### src/rtl/sd_seq_pkg.sv
// sd_seq_pkg
//   Shared definitions for the sd-style sequence checker and the matching
//   sequence generator: mode encodings and the next-value function that both
//   sides must agree on.
//
//   seq_next works on a fixed 64-bit container so that it can serve any data
//   width up to 64. Callers zero-extend their operands and truncate the
//   result back to their own width. Truncating the 64-bit sum gives the same
//   result as adding modulo 2^width. Right-shifting a zero-extended word keeps
//   the upper bits clear.
package sd_seq_pkg;

  localparam int SEQ_MAX_W = 64;

  localparam logic SEQ_MODE_INC  = 1'b0;
  localparam logic SEQ_MODE_LFSR = 1'b1;

  // Next expected word after x.
  //   SEQ_MODE_INC : x + step
  //   SEQ_MODE_LFSR: Galois right-shift LFSR with feedback mask tap.
  //                  The all-zero word is a fixed point.
  function automatic logic [SEQ_MAX_W-1:0] seq_next(
    input logic [SEQ_MAX_W-1:0] x,
    input logic                 mode,
    input logic [SEQ_MAX_W-1:0] step,
    input logic [SEQ_MAX_W-1:0] tap
  );
    if (mode == SEQ_MODE_LFSR) begin
      return (x >> 1) ^ (x[0] ? tap : '0);
    end
    return x + step;
  endfunction

endpackage

### src/rtl/sd_drdy_pat.sv
// sd_drdy_pat
//   Pattern-driven handshake throttle. A pointer walks a pat_dep-bit pattern,
//   and the bit under the pointer becomes the next registered ready/valid
//   level. The pointer moves when the current beat completes (srdy & drdy) or
//   while drdy is low. It holds while drdy is high and no word is offered, so
//   an offered ready is never withdrawn before it is used.
//   The checker uses this block to generate c_drdy. A generator can reuse it
//   to throttle srdy.
//
//   Ports:
//     clk      clock
//     reset_n  asynchronous active-low reset (pointer 0, drdy 0)
//     srdy     partner's valid; it only affects the next-state decision
//     pat      throttle pattern; bit i is used when the pointer equals i
//     drdy     registered throttle output
module sd_drdy_pat #(
  parameter int pat_dep = 8
) (
  input  logic               clk,
  input  logic               reset_n,
  input  logic               srdy,
  input  logic [pat_dep-1:0] pat,
  output logic               drdy
);

  localparam int PTR_W = (pat_dep > 1) ? $clog2(pat_dep) : 1;

  logic [PTR_W-1:0] dpp;
  logic             adv_p0;
  logic [PTR_W-1:0] dpp_nxt_p0;

  always_comb begin
    adv_p0     = (srdy & drdy) | ~drdy;
    dpp_nxt_p0 = (int'(dpp) == pat_dep - 1) ? '0 : dpp + 1'b1;
  end

  // ---- stage p0 -> registered pointer / drdy ----
  // The pattern bit is taken at the pre-advance pointer.
  always_ff @(posedge clk or negedge reset_n) begin
    if (!reset_n) begin
      dpp  <= '0;
      drdy <= 1'b0;
    end else if (adv_p0) begin
      drdy <= pat[dpp];
      dpp  <= dpp_nxt_p0;
    end
  end

endmodule

### src/rtl/sd_seq_check_mc.sv
// sd_seq_check_mc
//   Multi-channel srdy/drdy sink checker. Each channel keeps its own last word
//   and a first-word flag. An accepted word is compared against the
//   next-value prediction from the channel's last word. The prediction is
//   either an increment by cfg_step or a Galois LFSR step.
//   Backpressure comes from a drdy pattern. Results are reported through
//   saturating ok/err counters and a capture of the first error.
//
//   Ports:
//     clk, reset_n     clock, asynchronous active-low reset
//     c_srdy/c_drdy    consumer handshake; c_drdy is registered
//     c_chan, c_data   channel id and data of the offered word
//     cfg_mode         0 = increment, 1 = LFSR
//     cfg_step         increment for mode 0
//     cfg_resync       on mismatch, adopt the received word as the new base
//     cfg_drdy_pat     drdy throttle pattern
//     cfg_clear        synchronous clear of counters, error capture and first flags
//     ok_cnt, err_cnt  saturating counters of good words and miscompares
//     err_flag         sticky first-error flag
//     err_chan/exp/rcv channel, expected and received word of the first error
module sd_seq_check_mc
  import sd_seq_pkg::*;
#(
  parameter int               width    = 8,
  parameter int               channels = 4,
  parameter int               chan_w   = 2,
  parameter int               pat_dep  = 8,
  parameter int               cnt_w    = 16,
  parameter logic [width-1:0] lfsr_tap = 8'hB8
) (
  input  logic               clk,
  input  logic               reset_n,
  input  logic               c_srdy,
  output logic               c_drdy,
  input  logic [chan_w-1:0]  c_chan,
  input  logic [width-1:0]   c_data,
  input  logic               cfg_mode,
  input  logic [width-1:0]   cfg_step,
  input  logic               cfg_resync,
  input  logic [pat_dep-1:0] cfg_drdy_pat,
  input  logic               cfg_clear,
  output logic [cnt_w-1:0]   ok_cnt,
  output logic [cnt_w-1:0]   err_cnt,
  output logic               err_flag,
  output logic [chan_w-1:0]  err_chan,
  output logic [width-1:0]   err_exp,
  output logic [width-1:0]   err_rcv
);

  // Counters stick at all ones instead of wrapping.
  function automatic logic [cnt_w-1:0] sat_inc(input logic [cnt_w-1:0] v);
    return (&v) ? v : v + 1'b1;
  endfunction

  // Per-channel sequence state
  logic [width-1:0] last_q  [channels];
  logic             first_q [channels];

  logic              xfer_p0;
  logic              chan_ok_p0;
  logic [chan_w-1:0] idx_p0;
  logic [width-1:0]  last_p0;
  logic [width-1:0]  exp_p0;
  logic              hit_p0;

  sd_drdy_pat #(
    .pat_dep (pat_dep)
  ) u_drdy (
    .clk     (clk),
    .reset_n (reset_n),
    .srdy    (c_srdy),
    .pat     (cfg_drdy_pat),
    .drdy    (c_drdy)
  );

  // The channel id can address past the last channel when chan_w is wider
  // than needed. The array read is steered to channel 0 in that case. The
  // value read there is ignored because chan_ok_p0 routes the word to the
  // out-of-range error path.
  always_comb begin
    xfer_p0    = c_srdy & c_drdy;
    chan_ok_p0 = int'(c_chan) < channels;
    idx_p0     = chan_ok_p0 ? c_chan : '0;
    last_p0    = last_q[idx_p0];
    exp_p0     = width'(seq_next(SEQ_MAX_W'(last_p0), cfg_mode,
                                 SEQ_MAX_W'(cfg_step), SEQ_MAX_W'(lfsr_tap)));
    hit_p0     = first_q[idx_p0] | (c_data == exp_p0);
  end

  // ---- stage p0 -> registered results / channel state ----
  // cfg_clear wins over a same-cycle transfer: the word is consumed on the
  // bus, but it leaves no trace in the checker. last_q is left alone by the
  // clear because the first flags make the next word a new base anyway.
  always_ff @(posedge clk or negedge reset_n) begin
    if (!reset_n) begin
      ok_cnt   <= '0;
      err_cnt  <= '0;
      err_flag <= 1'b0;
      err_chan <= '0;
      err_exp  <= '0;
      err_rcv  <= '0;
      for (int i = 0; i < channels; i++) begin
        first_q[i] <= 1'b1;
        last_q[i]  <= '0;
      end
    end else if (cfg_clear) begin
      ok_cnt   <= '0;
      err_cnt  <= '0;
      err_flag <= 1'b0;
      err_chan <= '0;
      err_exp  <= '0;
      err_rcv  <= '0;
      for (int i = 0; i < channels; i++) begin
        first_q[i] <= 1'b1;
      end
    end else if (xfer_p0) begin
      if (chan_ok_p0) begin
        if (hit_p0) begin
          last_q[idx_p0]  <= c_data;
          first_q[idx_p0] <= 1'b0;
          ok_cnt          <= sat_inc(ok_cnt);
        end else begin
          err_cnt <= sat_inc(err_cnt);
          if (!err_flag) begin
            err_flag <= 1'b1;
            err_chan <= c_chan;
            err_exp  <= exp_p0;
            err_rcv  <= c_data;
          end
          if (cfg_resync) begin
            last_q[idx_p0] <= c_data;
          end
        end
      end else begin
        // The channel id is out of range, so there is no prediction.
        err_cnt <= sat_inc(err_cnt);
        if (!err_flag) begin
          err_flag <= 1'b1;
          err_chan <= c_chan;
          err_exp  <= '0;
          err_rcv  <= c_data;
        end
      end
    end
  end

endmodule

### config.mk
export PLATFORM = sky130hd
export DESIGN_NAME = sd_seq_check_mc
export DESIGN_NICKNAME = d
export VERILOG_FILES = /design/src/rtl/sd_seq_pkg.sv /design/src/rtl/sd_drdy_pat.sv /design/src/rtl/sd_seq_check_mc.sv
export SDC_FILE = /design/constraint.sdc
export NUM_CORES = 1
export LEC_CHECK = 0
export BUFFER_PORTS_ARGS = -buffer_cell sky130_fd_sc_hd__buf_2
export CAP_MARGIN = 10
export CORE_MARGIN = 10
export CORE_UTILIZATION = 60
export CTS_CLUSTER_SIZE = 12
export DETAILED_ROUTE_END_ITERATION = 6
export GPL_ROUTABILITY_DRIVEN = 0
export GPL_TIMING_DRIVEN = 1
export PLACE_DENSITY = 0.84
export SLEW_MARGIN = 20
export SYNTH_ARGS = -nofsm -noshare
export SYNTH_HDL_FRONTEND = slang
export SYNTH_HIERARCHICAL = 1
export SYNTH_SLANG_ARGS = --single-unit
export TNS_END_PERCENT = 5
### constraint.sdc
create_clock -name clk -period 10.6 [get_ports clk]
set_input_delay 1.06 -clock clk [delete_from_list [all_inputs] [get_ports clk]]
set_output_delay 1.06 -clock clk [all_outputs]
set_load 0.01 [all_outputs]
==> run metrics, run 1 <==
run status=completed; average routed wire per standard cell=19.7 um; initial antenna violation count=0; maxcap violations=0; Worst EP required=between 10 and 15 ns; count of inserted antenna diode cells=0; Max IR drop VDD=roughly 0.14 mV; initial drt markers=between 200 and 300; number of vias in the routed layout=about 4500; Top FF cell, synth=sky130_fd_sc_hd__dfrtp_1; area growth from synthesis to layout=11.4%; largest net degree at the start of global routing=64; via density per instance=between 6 and 7; max frequency=slightly below 200 MHz; Final period util=0.480; power per cell area=200 mW/mm2; nature of the critical path startpoint=primary input; Total Routed Length=roughly 14 mm; Max transition margin=0.532; Final Hold Slack=just over 0.5 ns; nature of the critical path endpoint=flop; Seq/Total Area, Yosys=0.418; Chip Height=~120 um; number of sinks driven by the clock tree=between 90 and 100; Reg clk slew, reported paths=about 0.090 ns; total power draw=1220 uW; launch point of the worst path=c_chan[0]; Worst-Skew Late Latency=around 0.37 ns; first-pass GRT wire length=between 20 and 25 mm; hold_sp=first_q[1]; overall die area=0.0133 mm2; ports placed on the boundary=between 80 and 90; Layout Nets=between 600 and 700; standard-cell row count=34; fraction of registers with async set/reset=1.00; GRT Util Overall=0.205; top post-synthesis cells by area=sky130_fd_sc_hd__dfrtp_1 (40%), sky130_fd_sc_hd__mux2_2 (8.3%), sky130_fd_sc_hd__mux4_2 (5.4%); Yosys top cell by area=sky130_fd_sc_hd__dfrtp_1; fraction of final layout cells sized beyond drive strength 1=0.305; Min Clock Period, post-route=5.09 ns; Worst-Margin Slew=between 0.6 and 0.7 ns; cell total after placement=roughly 670; global-route congestion overflow total=0; Setup-failing EPs final=0; Critical Path End=last_q[9]; count of state elements after synthesis=91; Gates resized, CTS repair=0; distinct cell type count of the synthesized netlist=approximately 60; final total negative setup slack=0 ns; arrival time at the worst endpoint=between 5 and 6 ns; Synth Area per Inst=between 10 and 15 um2; startpoint-to-endpoint class of the critical path=primary input to flop; DRC violation count after routing=0; Final Max Slew Viols=0; post-route ant nets=0; class of the tightest hold or removal check=flop to flop; core box area=0.00881 mm2; final clock skew=0.0130 ns; number of synthesized flops with an enable pin=0; Die Wd=115 um; CP max FO=18; count of synthesis-stage warnings from yosys=6; final non-filler cell total=approximately 690; number of buffer cells added on primary ports=83; reported leakage power=about 0.0027 uW; destination of the worst register-to-register timing path=last_q[9]; startpoint of the most critical register-to-register path=last_q[4]; CTS tree=built; number of global-route vias before repair=between 4000 and 5000; cell area after synthesis=0.00546 mm2; buffers inserted by post-CTS timing repair=0; final HPWL from detailed placement=9.94 mm; Yosys top cell area share=0.399; Final Hold Viols=0; number of iterations in the first detailed-routing pass=5; Post-Synthesis Net Count=558; post-synthesis instance total=between 500 and 600; H-Tree Level Count=3; register-to-register setup slack=roughly 6.3 ns; Post-Route Utilization=0.690; initial core utilization=0.620; Bufs on Longest Clock Path=2; FF-to-FF path depth=10; CTS Hold Buffers Added=0; root buffer cell=sky130_fd_sc_hd__clkbuf_8; unrepaired setup endpoints after global routing=no; number of buffers created by CTS=9
## routing by layer
layer	wire [um]	GRT usage	vias up
li1	-	-	2068
met1	5520	0.259	2226
met2	6770	0.332	142
met3	862	0.0417	30
met4	388	0.0912	0
met5	0	0	-
## worst max-delay path, cell delays in order
cell	delay, ns
sky130_fd_sc_hd__buf_2	0.39
sky130_fd_sc_hd__mux4_2	0.57
sky130_fd_sc_hd__ha_1	0.47
sky130_fd_sc_hd__and2_1	0.23
sky130_fd_sc_hd__o221ai_1	0.17
sky130_fd_sc_hd__a211oi_1	0.49
sky130_fd_sc_hd__o21a_1	0.24
sky130_fd_sc_hd__o2111ai_1	0.26
sky130_fd_sc_hd__o31ai_4	0.62
sky130_fd_sc_hd__o2111ai_2	0.42
sky130_fd_sc_hd__mux2_2	0.41
## Yosys cell counts, drive strengths merged, types with 8 or more instances
cell type and n:
mux4 13, inv 14, a21oi 45, nor3 10, and3 8, buf 14
xor2 8, o21ai 26, nand3 30, xnor2 17, mux2 40, dfrtp 87
o31ai 14, nor2 17, clkbuf 23, nand4 11, ha 11, nand2 24
or4 12
## flip-flops by register name (all words and copies together) (netlist names)
name         flops
first_q          4
u_drdy/dpp       3
err_cnt         16
err_rcv          8
err_chan         2
err_exp          8
last_q          32
err_flag         1
ok_cnt          16
u_drdy/drdy      1
## cell type report
| cell class | count | area (um2) |
|---|---|---|
| tap | 108 | 135 |
| clock buffer | 9 | 124 |
| sequential | 91 | 2280 |
| timing repair buffer | 88 | 459 |
| clock inverter | 7 | 75.1 |
| multi-input combinational | 372 | 2950 |
| fill | 668 | 2730 |
| inverter | 14 | 52.6 |
## power by group
group / internal, uW / total [uW] / switching, uW
Combinational: 246 / 479 / 233
Sequential: 422 / 496 / 74.4
Clock: 110 / 243 / 132
Total: 778 / 1220 / 440
## cells by family (layout without fill, tap and decap cells)
| kind of cell | after synthesis | count (layout) | share of synthesized area |
|---|---|---|---|
| AOI/OAI and AO/OA | 130 | 130 | 0.167 |
| xor gates and xnor gates | 26 | 26 | 0.0484 |
| adders and majority gates | 12 | 12 | 0.0289 |
| buffers and inverters | 51 | 118 | 0.0431 |
| DFF | 91 | 91 | 0.418 |
| muxes | 60 | 60 | 0.149 |
| and+or+nand+nor | 144 | 144 | 0.145 |
## worst min-delay path by stage
stage / end / depth (start not counted)
2_1_floorplan: last_q[10] / 1
3_3_place_gp: last_q[17] / 1
3_5_place_dp: last_q[10] / 1
4_1_cts: first_q[1] / 1
5_1_grt: first_q[2] / 1
6_report: first_q[1] / 1
## per-stage QoR
stage	instance area, um2	worst slack, ns
CTS	6070	5.46
global route	6080	5.26
floorplan	5460	5.89
finish	6080	5.51
detailed placement	5870	5.16
global placement	5870	5.33
## cell usage in the layout, fill, tap and decap left out, types with 4 or more instances in the layout
cell type	instances
sky130_fd_sc_hd__dfrtp_1	87
sky130_fd_sc_hd__buf_2	82
sky130_fd_sc_hd__a21oi_1	45
sky130_fd_sc_hd__mux2_2	40
sky130_fd_sc_hd__nand3_1	30
sky130_fd_sc_hd__o21ai_0	26
sky130_fd_sc_hd__nand2_1	24
sky130_fd_sc_hd__nor2_1	17
sky130_fd_sc_hd__xnor2_1	15
sky130_fd_sc_hd__inv_1	14
sky130_fd_sc_hd__mux4_2	13
sky130_fd_sc_hd__o31ai_1	12
sky130_fd_sc_hd__or4_1	12
sky130_fd_sc_hd__nand4_1	11
sky130_fd_sc_hd__ha_1	11
sky130_fd_sc_hd__nor3_1	10
sky130_fd_sc_hd__clkbuf_8	9
sky130_fd_sc_hd__and3_1	8
sky130_fd_sc_hd__a21o_1	7
sky130_fd_sc_hd__mux2i_1	7
sky130_fd_sc_hd__xor2_1	7
sky130_fd_sc_hd__or3_1	7
sky130_fd_sc_hd__and4_1	6
sky130_fd_sc_hd__nor2b_1	5
sky130_fd_sc_hd__buf_4	5
sky130_fd_sc_hd__o21a_1	4
sky130_fd_sc_hd__a311oi_1	4
sky130_fd_sc_hd__dfstp_2	4
(Power assumes the default switching activity.)
==> run 2, diff against run 1 <==
--- a/config.mk
+++ b/config.mk
@@ -8,12 +8,12 @@
 export BUFFER_PORTS_ARGS = -buffer_cell sky130_fd_sc_hd__buf_2
 export CAP_MARGIN = 10
 export CORE_MARGIN = 10
-export CORE_UTILIZATION = 60
+export CORE_UTILIZATION = 58
 export CTS_CLUSTER_SIZE = 12
 export DETAILED_ROUTE_END_ITERATION = 6
 export GPL_ROUTABILITY_DRIVEN = 0
 export GPL_TIMING_DRIVEN = 1
-export PLACE_DENSITY = 0.84
+export PLACE_DENSITY = 0.81
 export SLEW_MARGIN = 20
 export SYNTH_ARGS = -nofsm -noshare
 export SYNTH_HDL_FRONTEND = slang
==> constraint.sdc (replaced) <==
create_clock -name clk -period 4.7 [get_ports clk]
set_input_delay 0.47 -clock clk [delete_from_list [all_inputs] [get_ports clk]]
set_output_delay 0.47 -clock clk [all_outputs]
set_load 0.01 [all_outputs]
==> run metrics, run 2 (synthesized netlist as in run 1, its figures left out) <==
number of vias in the routed layout=4514 (was 4466); GRT Util Overall=0.209 (was 0.205); Chip Height=117 um (was 115 um); Top Family by Delay on Critical Path=compound AO/OA/AOI/OAI gates (unchanged); final HPWL from detailed placement=10.3 mm (was 9.94 mm); core box area=0.00920 mm2 (was 0.00881 mm2); Post-Route Utilization=0.665 (was 0.690); commonest cells after routing, fill and taps aside=sky130_fd_sc_hd__dfrtp_1 (87), sky130_fd_sc_hd__buf_2 (82), sky130_fd_sc_hd__a21oi_1 (45), sky130_fd_sc_hd__mux2_2 (40), sky130_fd_sc_hd__nand3_1 (30) (unchanged); startpoint-to-endpoint class of the critical path=flop to flop (was primary input to flop); overall die area=0.0137 mm2 (was 0.0133 mm2); register-to-register setup slack=0.59 ns (was 6.27 ns); Layout Nets=624 (was 620); max reg flops=32 (unchanged); post-route ant nets=0 (unchanged); Critical Path Slowest Stage Cell=sky130_fd_sc_hd__mux4_2 (was sky130_fd_sc_hd__o31ai_4); met2 wire len=6.79 mm (was 6.77 mm); H-Tree Level Count=3 (unchanged); first-pass GRT wire length=22.8 mm (was 22.0 mm); largest registers in the final layout=last_q x32, err_cnt x16, ok_cnt x16 (unchanged); fraction of final layout cells sized beyond drive strength 1=0.307 (was 0.305); Critical Path End=last_q[7] (was last_q[9]); Setup-failing EPs final=0 (unchanged); Min Clock Period, post-route=roughly 4.1 ns; Bufs and invs on worst path=1 (unchanged); count of inserted antenna diode cells=0 (unchanged); destination of the worst register-to-register timing path=last_q[7] (was last_q[9]); sequential power share=0.402 (was 0.407); nature of the critical path endpoint=flop (unchanged); Max transition margin=0.572 (was 0.532); Die Wd=117 um (was 115 um); run status=completed (unchanged); launch point of the worst path=last_q[0] (was c_chan[0]); net switching power of the design=1010 uW (was 440 uW); Reg clk slew, reported paths=0.10 ns (was 0.09 ns); met1 layer wirelength in the final routing=5.87 mm (was 5.52 mm); Final period util=0.874; global-route congestion overflow total=0 (unchanged); Worst-Margin Slew=0.635 ns (was 0.696 ns); total power draw=2780 uW (was 1220 uW); largest net degree at the start of global routing=50 (was 64); Bufs on Longest Clock Path=2 (unchanged); Worst-Skew Late Latency=0.37 ns (about the same); number of buffers created by CTS=9 (unchanged); nature of the critical path startpoint=flop (was primary input); unrepaired setup endpoints after global routing=no (unchanged); number of iterations in the first detailed-routing pass=6 (was 5); root buffer cell=sky130_fd_sc_hd__clkbuf_8 (unchanged); proportion of total power due to net switching=0.362 (was 0.361); arrival time at the worst endpoint=4.36 ns (was 5.34 ns); leading cell type in the layout, fill and taps excluded=sky130_fd_sc_hd__dfrtp_1 (unchanged); reported leakage power=0.00272 uW (was 0.00269 uW); Final Max Slew Viols=0 (unchanged); Gates resized, CTS repair=0 (unchanged); CTS tree=built (unchanged); Final Hold Viols=0 (unchanged); longest individual stage delay on the worst path=0.55 ns (was 0.62 ns); initial drt markers=359 (was 298); ports placed on the boundary=84 (unchanged); final clock skew=0.0195 ns (was 0.0130 ns); FF-to-FF path depth=12 (was 10); average routed wire per standard cell=20.1 um (was 19.7 um); Biggest register=last_q (unchanged); CTS Hold Buffers Added=0 (unchanged); CP max FO=8 (was 18); number of buffer cells added on primary ports=83 (unchanged); final total negative setup slack=0 ns (unchanged); Total Routed Length=14.0 mm (was 13.5 mm); maxcap violations=0 (unchanged); area growth from synthesis to layout=12.1% (was 11.4%); internal power=1770 uW (was 778 uW); clock share of power=0.196 (was 0.199); met3 wirelength from detailed routing=985 um (was 862 um); buffers inserted by post-CTS timing repair=0 (unchanged); critical path cell sequence=mux4_2 -> ha_1 -> inv_1 -> fa_1 -> xor2_1 -> nand4_1 -> a211oi_1 -> a211o_1 -> o2111ai_1 -> o31ai_4 -> o2111ai_2 -> mux2_2 (was buf_2 -> mux4_2 -> ha_1 -> and2_1 -> o221ai_1 -> a211oi_1 -> o21a_1 -> o2111ai_1 -> o31ai_4 -> o2111ai_2 -> mux2_2); Critical Path Stages=12 (was 11); startpoint of the most critical register-to-register path=last_q[0] (was last_q[4]); class of the tightest hold or removal check=primary input to async pin (was flop to flop); initial antenna violation count=0 (unchanged); DRC violation count after routing=0 (unchanged); Comb power frac=0.402 (was 0.393); number of global-route vias before repair=4401 (was 4423); max frequency=around 240 MHz; power per cell area=454 mW/mm2 (was 200 mW/mm2); initial core utilization=0.593 (was 0.620); standard-cell row count=35 (was 34); Max IR drop VDD=0.321 mV (was 0.142 mV); via density per instance=6.49 (was 6.48); number of sinks driven by the clock tree=91 (unchanged); Worst EP required=4.95 ns (was 10.86 ns); top layer used by detailed routing=met4 (unchanged)
## run 2: worst min path at each step
| stage | end | slack [ns] | cells past startpoint |
|---|---|---|---|
| after floorplan | err_chan[0] | 0.17 | 0 |
| after global placement | ok_cnt[4] | 0.48 | 1 |
| after detailed placement | ok_cnt[4] | 0.49 | 1 |
| after CTS | ok_cnt[4] | 0.08 | 1 |
| after global routing | ok_cnt[4] | 0.1 | 1 |
| final | ok_cnt[4] | 0.07 | 1 |
## run 2: worst register-to-register path, cell delays in order (launching register included)
cell	delay, ns
sky130_fd_sc_hd__dfrtp_1	0.46
sky130_fd_sc_hd__mux4_2	0.55
sky130_fd_sc_hd__ha_1	0.24
sky130_fd_sc_hd__inv_1	0.07
sky130_fd_sc_hd__fa_1	0.45
sky130_fd_sc_hd__xor2_1	0.25
sky130_fd_sc_hd__nand4_1	0.12
sky130_fd_sc_hd__a211oi_1	0.26
sky130_fd_sc_hd__a211o_1	0.19
sky130_fd_sc_hd__o2111ai_1	0.27
sky130_fd_sc_hd__o31ai_4	0.37
sky130_fd_sc_hd__o2111ai_2	0.36
sky130_fd_sc_hd__mux2_2	0.40
## run 2: cell type report
| class | instances | area (um2) |
|---|---|---|
| sequential | 91 | 2280 |
| multi-input combinational | 372 | 2950 |
| inverter | 14 | 52.6 |
| timing repair buffer | 92 | 498 |
| fill | 723 | 3080 |
| clock buffer | 11 | 141 |
| tap | 111 | 139 |
| clock inverter | 4 | 56.3 |
## run 2: power groups by stage
stage / clock (uW) / sequential (uW) / combinational (uW)
finish: 545 / 1120 / 1120
global route: 585 / 1140 / 1200
CTS: 552 / 1110 / 1110
detailed placement: 0 / 1130 / 1100
global placement: 0 / 1120 / 1040
floorplan: 0 / 1080 / 868
## run 2: metrics by stage
stage                     cells  setup WS, ns  hold WS [ns]  area, um2
after detailed placement    680         0.244         0.485       5920
after global routing        695         0.326        0.0960       6120
after global placement      680         0.399         0.480       5920
final                       695         0.591        0.0696       6120
after CTS                   695         0.617        0.0820       6120
after floorplan             514         0.584         0.174       5460
## run 2: metal layers
metal	GRT usage	vias to the layer above
met1	0.273	2240
met3	0.0474	29
met5	0	-
met2	0.331	172
li1	-	2073
met4	0.0783	0
